==> config.mk <==
export PLATFORM = sky130hd
export DESIGN_NAME = l1_port_arbiter
export DESIGN_NICKNAME = d
export VERILOG_FILES = /design/src/rtl/l1_port_arbiter.sv
export SDC_FILE = /design/constraint.sdc
export NUM_CORES = 1
export LEC_CHECK = 0
export CORE_AREA = 2 2 118 120
export CTS_BUF_LIST = sky130_fd_sc_hd__clkbuf_16
export CTS_CLUSTER_DIAMETER = 30
export DETAILED_ROUTE_END_ITERATION = 7
export DIE_AREA = 0 0 120 122
export MAX_ROUTING_LAYER = met4
export PLACE_DENSITY = 0.75
export SLEW_MARGIN = 20
export SYNTH_ARGS = -nofsm -noshare
export SYNTH_HDL_FRONTEND = slang
export SYNTH_SLANG_ARGS = --single-unit
==> constraint.sdc <==
create_clock -name clk -period 4.5 [get_ports clk]
set_input_delay 0.45 -clock clk [delete_from_list [all_inputs] [get_ports clk]]
set_output_delay 0.45 -clock clk [all_outputs]
set_load 0.01 [all_outputs]
==> src/rtl/l1_port_arbiter.sv <==
`default_nettype none
// ============================================================================
//  Module   : l1_port_arbiter
//  Purpose  : Arbitrates an instruction-fetch port and a data load/store port
//             onto one single-ported L1 memory. The data port wins by default.
//             A saturating starvation counter forces the instruction port to
//             win once it has been denied MAX_WAIT consecutive cycles.
//             Read data is registered, so responses arrive one cycle after
//             acceptance.
//  Ports    : clk, reset (async, active-high)
//             i_req/i_addr -> i_stall, i_rsp_valid, i_rdata   (fetch port)
//             d_req/d_we/d_addr/d_mask/d_wdata
//                          -> d_stall, d_rsp_valid, d_rdata   (data port)
//             m_read_en/m_read_addr, m_write_en/m_write_addr/m_write_mask/
//             m_write_data -> memory; m_read_data, m_stall <- memory
//  Revision : 1.0  initial release
// ============================================================================
module l1_port_arbiter #(
  parameter int unsigned MAX_WAIT = 3
) (
  input  logic        clk,
  input  logic        reset,
  input  logic        i_req,
  input  logic [31:0] i_addr,
  output logic        i_stall,
  output logic        i_rsp_valid,
  output logic [31:0] i_rdata,
  input  logic        d_req,
  input  logic        d_we,
  input  logic [31:0] d_addr,
  input  logic [3:0]  d_mask,
  input  logic [31:0] d_wdata,
  output logic        d_stall,
  output logic        d_rsp_valid,
  output logic [31:0] d_rdata,
  output logic        m_read_en,
  output logic [31:0] m_read_addr,
  output logic        m_write_en,
  output logic [31:0] m_write_addr,
  output logic [3:0]  m_write_mask,
  output logic [31:0] m_write_data,
  input  logic [31:0] m_read_data,
  input  logic        m_stall
);

  localparam logic [3:0] WAIT_LIMIT = 4'(MAX_WAIT);

  logic [3:0] wait_cnt;
  logic       grant_i;
  logic       grant_d;
  logic       i_acc;
  logic       d_acc;

  // The instruction port only beats a pending data request once starved.
  assign grant_i = i_req && (!d_req || (wait_cnt >= WAIT_LIMIT));
  assign grant_d = d_req && !grant_i;

  // A memory stall keeps the grant but blocks completion of either port.
  assign i_acc = grant_i && !m_stall;
  assign d_acc = grant_d && !m_stall;

  assign i_stall = i_req && !i_acc;
  assign d_stall = d_req && !d_acc;

  always_comb begin
    m_read_en    = 1'b0;
    m_read_addr  = 32'h0;
    m_write_en   = 1'b0;
    m_write_addr = 32'h0;
    m_write_mask = 4'h0;
    m_write_data = 32'h0;
    if (grant_i) begin
      m_read_en   = 1'b1;
      m_read_addr = i_addr;
    end else if (grant_d) begin
      if (d_we) begin
        // Write strobes are suppressed under stall so nothing commits
        // before the request is actually accepted.
        m_write_en   = !m_stall;
        m_write_addr = d_addr;
        m_write_mask = m_stall ? 4'h0 : d_mask;
        m_write_data = d_wdata;
      end else begin
        m_read_en   = 1'b1;
        m_read_addr = d_addr;
      end
    end
  end

  always_ff @(posedge clk or posedge reset) begin
    if (reset) begin
      wait_cnt    <= 4'h0;
      i_rsp_valid <= 1'b0;
      d_rsp_valid <= 1'b0;
      i_rdata     <= 32'h0;
      d_rdata     <= 32'h0;
    end else begin
      // Counts consecutive denied fetch cycles, including stalled ones.
      if (i_req && !i_acc) begin
        if (wait_cnt != 4'hF) begin
          wait_cnt <= wait_cnt + 4'h1;
        end
      end else begin
        wait_cnt <= 4'h0;
      end

      i_rsp_valid <= i_acc;
      d_rsp_valid <= d_acc;

      if (i_acc) begin
        i_rdata <= m_read_data;
      end
      // Write acknowledgements pulse d_rsp_valid but leave d_rdata alone.
      if (d_acc && !d_we) begin
        d_rdata <= m_read_data;
      end
    end
  end

endmodule
`default_nettype wire

==> flow_summary.toml <==
[sta]
slew_headroom_pct = 31.8
skew_ps = 3.59
period_needed_ps = 3490
finalCritPeriodShare_pct = 77.6
setup_violations = 0
rsz0062_at_grt = "no"
slew_violations = 0
final.setup.tns_ps = 0
hold_viol = 0
fmax_ghz = 0.286
fin_ws_ps = 1010
worst_slew_pin_slew_ps = 1020

[synth]
synthArstFlopShare_pct = 100
syn-num-nets = 426
synth_cells = 287
synth.top_cell.area_share_pct = 49.8
yosys_warnings = 0
synth_flop_cell = "dfrtp_1"
syn-cell-area_sq_um = 3520
synth_area_per_cell_sq_um = 12.3
synth_seq_cells = 70
yosysTopAreaCell = "dfrtp_1"
ys_seq_area_share_pct = 49.8
synth-edff-count = 0
synth_common_cells = "70 x dfrtp_1, 64 x and2_1, 63 x mux2_2, 32 x a22o_1, 10 x clkbuf_1"
yosys-top-cells-area = "dfrtp_1 50%, mux2_2 20%, and2_1 11%"
synth_most_common_cell = "dfrtp_1"
synth_cell_type_count = 30

[placement]
dp_slack_ps = 1070
portBuffers = 307
place_congestion = 0.913
dp_hpwl_mm = 11.5

[clock_tree]
post_cts_hold_buffer_count = 0
worstSkewPairLatency_ps = 320
clock-sinks = 70
clockBufferDepth = 2
cts_tree = "done"
cts_inserted_buffers = 9
ctsResizeCount = 0
cts-root-buf = "clkbuf_16"
postCtsSetupBuffers = 0
htreeDepth = 3
clkSlewWorstSetupHoldPaths_ps = 60

[detailed_routing]
avgRoutedWirePerCell_um = 19.2
first_iter_violations = 143
drc_errors = 0
first_pass_iters = 6
vias_per_cell = 4.60
wirelength_mm = 14.8
num_vias = 3558
postRouteAntennaNets = 0

[setup_path]
reg2reg_from = "wait_cnt[0]"
worstRegToRegCells = 5
crit_start = "wait_cnt[0]"
cp.required_ps = 4050
cp-end-kind = "output port"
startpoint_type = "flip-flop"
criticalPathCategory = "reg2out"
path_cells = "ha_1 -> nor4b_4 -> nor2b_2 -> buf_4 -> a22o_1 -> clkdlybuf4s50_1"
crit_slowest_cell = "nor2b_2"
worstReg2RegEnd = "d_rdata[9]"
arrival_ps = 3040
reg2reg_slack_ps = 2310
max_stage_delay_ps = 810
crit_path_max_fanout = 24

[min_path]
min_from = "d_rdata[31]"
worstHoldPathType = "reg2reg"
hold-path-cell-count = 1
holdPathEnd = "d_rdata[31]"

[global_routing]
grt_pass1_wl_mm = 21.3
grt_overflow_total = 0
grt_max_degree = 65
grt.total_usage_pct = 19.4
grt_pass1_vias = 3662
antenna_found_initial = 0

[power_and_ir_drop]
pwr-share-comb_pct = 34.4
clkPwrFrac_pct = 31.1
p_int_uw = 1750
leakage_uw = 0.00283
p_seq_share_pct = 34.6
p_per_area_nw_per_um2 = 336
p_total_uw = 2380
swShare_pct = 26.1
p_sw_uw = 621
peakVddDrop_uv = 373

[layout]
area_growth_pct = 101
fill_cells = 1224
antennaDiodeCount = 0
drive_gt1_share_pct = 15.3
fin_nets = 727

[flow_run]
cap_violations = 0

[floorplanning]
die-area_sq_um = 14600
die_w_um = 120
die_h_um = 122
core_region_area_sq_um = 13500
num_rows = 43
ioPinCount = 308
initial_core_util_pct = 26.0

[status]
status = "completed"
cells by family after synthesis:
logic type	synth area share, %
adders and majority gates	0.356
muxes	20.8
and+or+nand+nor	16.3
DFF	49.8
buffers and inverters	3.49
AOI/OAI and AO/OA	8.97
xor gates and xnor gates	0.249
power groups by stage:
stage / Combinational, uW / Clock, uW / Sequential [uW]
2_1_floorplan: 228 / 0 / 882
3_3_place_gp: 810 / 0 / 822
3_5_place_dp: 818 / 0 / 832
4_1_cts: 827 / 760 / 823
5_1_grt: 860 / 786 / 838
6_report: 817 / 738 / 821
cell usage in the layout (no fill, tap or decap), drive strengths merged, types with 2 or more instances in the layout:
cell type / netlist / final
a22o: 32 / 32
and2: 64 / 64
buf: 12 / 5
bufinv: 0 / 2
clkbuf: 10 / 9
clkdlybuf4s50: 0 / 307
clkinv: 0 / 3
dfrtp: 70 / 70
inv: 2 / 3
mux2: 64 / 64
nand3: 3 / 3
nor2: 6 / 6
nor3: 3 / 3
nor3b: 7 / 7
worst max-delay path by stage:
stage / end / cells after the start
2_1_floorplan: d_rdata[0] / 1
3_3_place_gp: m_read_addr[7] / 6
3_5_place_dp: m_read_addr[9] / 6
4_1_cts: m_read_addr[9] / 6
5_1_grt: m_read_addr[9] / 6
6_report: m_read_addr[9] / 6
state kept, by name, summed over array words and instances (netlist names):
signal / count
d_rdata: 32
d_rsp_valid: 1
i_rdata: 32
i_rsp_valid: 1
wait_cnt: 4
layer usage:
metal / share of wire, % / GRT usage, % / up-vias
li1: - / - / 1612
met1: 42 / 23.6 / 1757
met2: 50 / 32.3 / 175
met3: 6.8 / 5.10 / 14
met4: 1.0 / 4.85 / 0
met5: 0 / - / -
metrics by stage:
stage	instances	utilization, %	hold WS, ps	instance area [sq um]
after global routing	773	52.3	522	7060
after CTS	773	52.3	499	7060
after global placement	757	50.0	469	6750
after detailed placement	757	50.0	476	6750
after floorplan	287	-	529	3520
final	773	52.3	503	7060
final cells by class:
class                   instances  area, sq um  share of cell area (%)
clock inverters                 7         90.1                    1.28
inverters                       2         7.51                   0.106
multi-input cells             193         1650                    23.4
flip-flops and latches         70         1750                    24.8
well taps                     180          225                    3.19
clock buffers                   9          225                    3.19
repair buffers                312         3110                    44.0
critical path, delay by kind of cell (launching register included):
kind	cells	cell delay [ps]
buffers and inverters	2	870
DFF	1	410
AOI/OAI and AO/OA	1	170
and+or+nand+nor	2	910
adders and majority gates	1	350
Power figures use the tool's default switching activity.
==> RTL change (same flow settings) <==
Reset style: synchronous (`reset`), changed in one clocked block. Comments in the files are not updated.
--- a/src/rtl/l1_port_arbiter.sv
+++ b/src/rtl/l1_port_arbiter.sv
@@ -87,7 +87,7 @@
     end
   end
 
-  always_ff @(posedge clk or posedge reset) begin
+  always_ff @(posedge clk) begin
     if (reset) begin
       wait_cnt    <= 4'h0;
       i_rsp_valid <= 1'b0;
Formal check against the unedited RTL: differs if reset is asserted again (counterexample within 4 cycles, from zero or initial values and one cycle with reset high); with reset held inactive, the same outputs for 4 cycles.
==> RTL change against the unedited design <==
- routed wire length grew 25%
- hold slack lost 0.036 ns
- power shrank 27%
- critical path depth is the same
- design area grew 0.55%
- die area is the same
- sequential share of layout area shrank 5.1 points
- count of clock-buffer cells in the layout is the same
- area after synthesis grew 6.1%
- sequential cell count is the same
- setup slack lost 0.15 ns
- first-iteration DRC count grew 43%
- via count grew 26%
==> RTL change: results (changes against the unedited design) <==
* Outcome: finished, final reports clean
* Synth Area in Compound Gates at 28.75% (+20 points)
* Syn Nets at 586 (+38%)
* 1st-iter DRT viols at 204 (+43%)
* Port Buf Inserts at 307 (unchanged)
* Clock H-tree levels at 3 (unchanged)
* Initial antenna violation count at 2 (+2)
* Reg2Reg Setup Slack at 2.43 ns (+0.12 ns)
* Final Hold Vio Count at 0 (unchanged)
* Largest registers: d_rdata x32, i_rdata x32, wait_cnt x4
* WP data arrival at 3.19 ns (+0.15 ns)
* Bufs on Longest Clock Path at 2 (unchanged)
* Max incr delay on CP at 0.79 ns (-0.02 ns)
* Adder-cell share of the synthesized area at 0.3355% (-0.020 points)
* Area contributors post-synth: dfxtp_1 38%, and2_1 11%, nand3_1 8.3%
* Share of cells above drive strength 1 at 4.408% (-11 points)
* GRT Util Overall at 24.43% (+5.0 points)
* Routed via count at 4,471 (+26%)
* Vias in the first global route at 4,218 (+15%)
* Slew headroom at 41.76% (+10 points)
* Peak supply drop at 0.1811 mV (-52%)
* Async set or reset register ratio after synthesis at 0% (-100 points)
* Post-synthesis xor/xnor area fraction at 0.2348% (-0.014 points)
* Commonest cells post-synth: 70 x dfxtp_1, 65 x and2_1, 62 x nand3_1
* Worst-path maximum fanout at 56 (+130%)
* Slowest cell on the critical path: or4b_4
* Post-synthesis mux area share at 1.610% (-19 points)
* Yosys warns at 0 (unchanged)
* Post-route antenna net violation count at 0 (unchanged)
* Synthesized area per cell at 8.344 um2 (-32%)
* Root buf cell: clkbuf_16
* Final Skew at 0.007584 ns (+0.003994 ns)
* DRT Pass-1 Iters at 4 (-2)
* Setup bufs post-CTS at 0 (unchanged)
* Num CTS Buffers at 9 (unchanged)
* Family with the most delay on the worst path: buffers and inverters
* HP Class: register to register
* Global placement routability congestion at 0.9429 (+3.3%)
* Internal Power at 0.001276 W (-27%)
* PostCTS Resize Cnt at 0 (unchanged)
* Nets at 861 (+18%)
* Largest net degree at the start of global routing at 65 (unchanged)
* Netlist cell types at 35 (+17%)
* Seq/Total Area, Yosys at 37.57% (-12 points)
* Clk pin slew, worst setup/hold paths at 0.05 ns
* Placed Cells at 891 (+18%)
* DR vias/cell at 4.924 (+7.0%)
* Wire per inst at 20.48 um (+6.6%)
* Hpwl dp at 14,180 um (+24%)
* First-pass GRT wire length at 26,340 um (+24%)
* Clock insertion delay at the later pin of the skew report at 0.33 ns
* Leak at 2.573 nW (-8.9%)
==> RTL change: kinds of logic after synthesis <==
| kind of cell | count (synthesis) |
|---|---|
| multiplexers | 6 |
| flip-flops | 70 |
| AND/OR/NAND/NOR | 160 |
| XOR/XNOR | 1 |
| adder cells (fa/ha/maj) | 1 |
| AO/OA/AOI/OAI | 157 |
| buffers and inverters | 52 |
==> RTL change: per-stage QoR <==
stage	hold slack (ns)	setup slack, ns	area [um2]
after floorplan	0.4823	2.230	3730
after global placement	0.4446	0.9559	6834
after detailed placement	0.4567	0.8779	6834
after CTS	0.4647	0.8509	7098
after global routing	0.4899	0.7467	7103
final	0.4668	0.8616	7103
==> RTL change: path summary, 6_finish.rpt <==
| kind | startpoint | to | cells after the start |
|---|---|---|---|
| worst max-delay path | d_req | m_read_addr[1] | 6 |
| worst min-delay path | i_rdata[0]$_SDFFE_PP0P_ | i_rdata[0]$_SDFFE_PP0P_ | 2 |
| worst max register to register | wait_cnt[0]$_SDFFE_PP0P_ | i_rdata[4]$_SDFFE_PP0P_ | 4 |
| worst min register to register | i_rdata[0]$_SDFFE_PP0P_ | i_rdata[0]$_SDFFE_PP0P_ | 2 |
==> RTL change: final cells by class <==
| type | instances | area, um2 |
|---|---|---|
| Antenna cell | 2 | 5.005 |
| Clock buffer | 9 | 225.2 |
| Clock inverter | 6 | 38.79 |
| Fill cell | 1257 | 6401 |
| Inverter | 2 | 7.507 |
| Multi-Input combinational cell | 325 | 2079 |
| Sequential cell | 70 | 1401 |
| Tap cell | 180 | 225.2 |
| Timing Repair Buffer | 314 | 3120 |
==> RTL change: routing by layer <==
layer / share of wire (%) / wire length (um) / track usage, %
met1: 42 / 7799 / 29.06
met2: 48 / 9003 / 40.31
met3: 7.7 / 1426 / 7.257
met4: 2.0 / 363 / 6.618
met5: 0 / 0 / -
==> RTL change: worst min-delay path, delay by kind of cell (launching register included) <==
kind | cells | cell delay [ns]
DFF | 1 | 0.31
and+or+nand+nor | 1 | 0.06
muxes | 1 | 0.06
==> RTL change: power groups by stage <==
stage               Clock (W)  Sequential (W)  Combinational, W
floorplan                   0        0.000673          0.000150
global placement            0        0.000664          0.000447
detailed placement          0        0.000665          0.000451
CTS                  0.000645        0.000652          0.000455
global route         0.000682        0.000653          0.000478
finish               0.000633        0.000652          0.000452
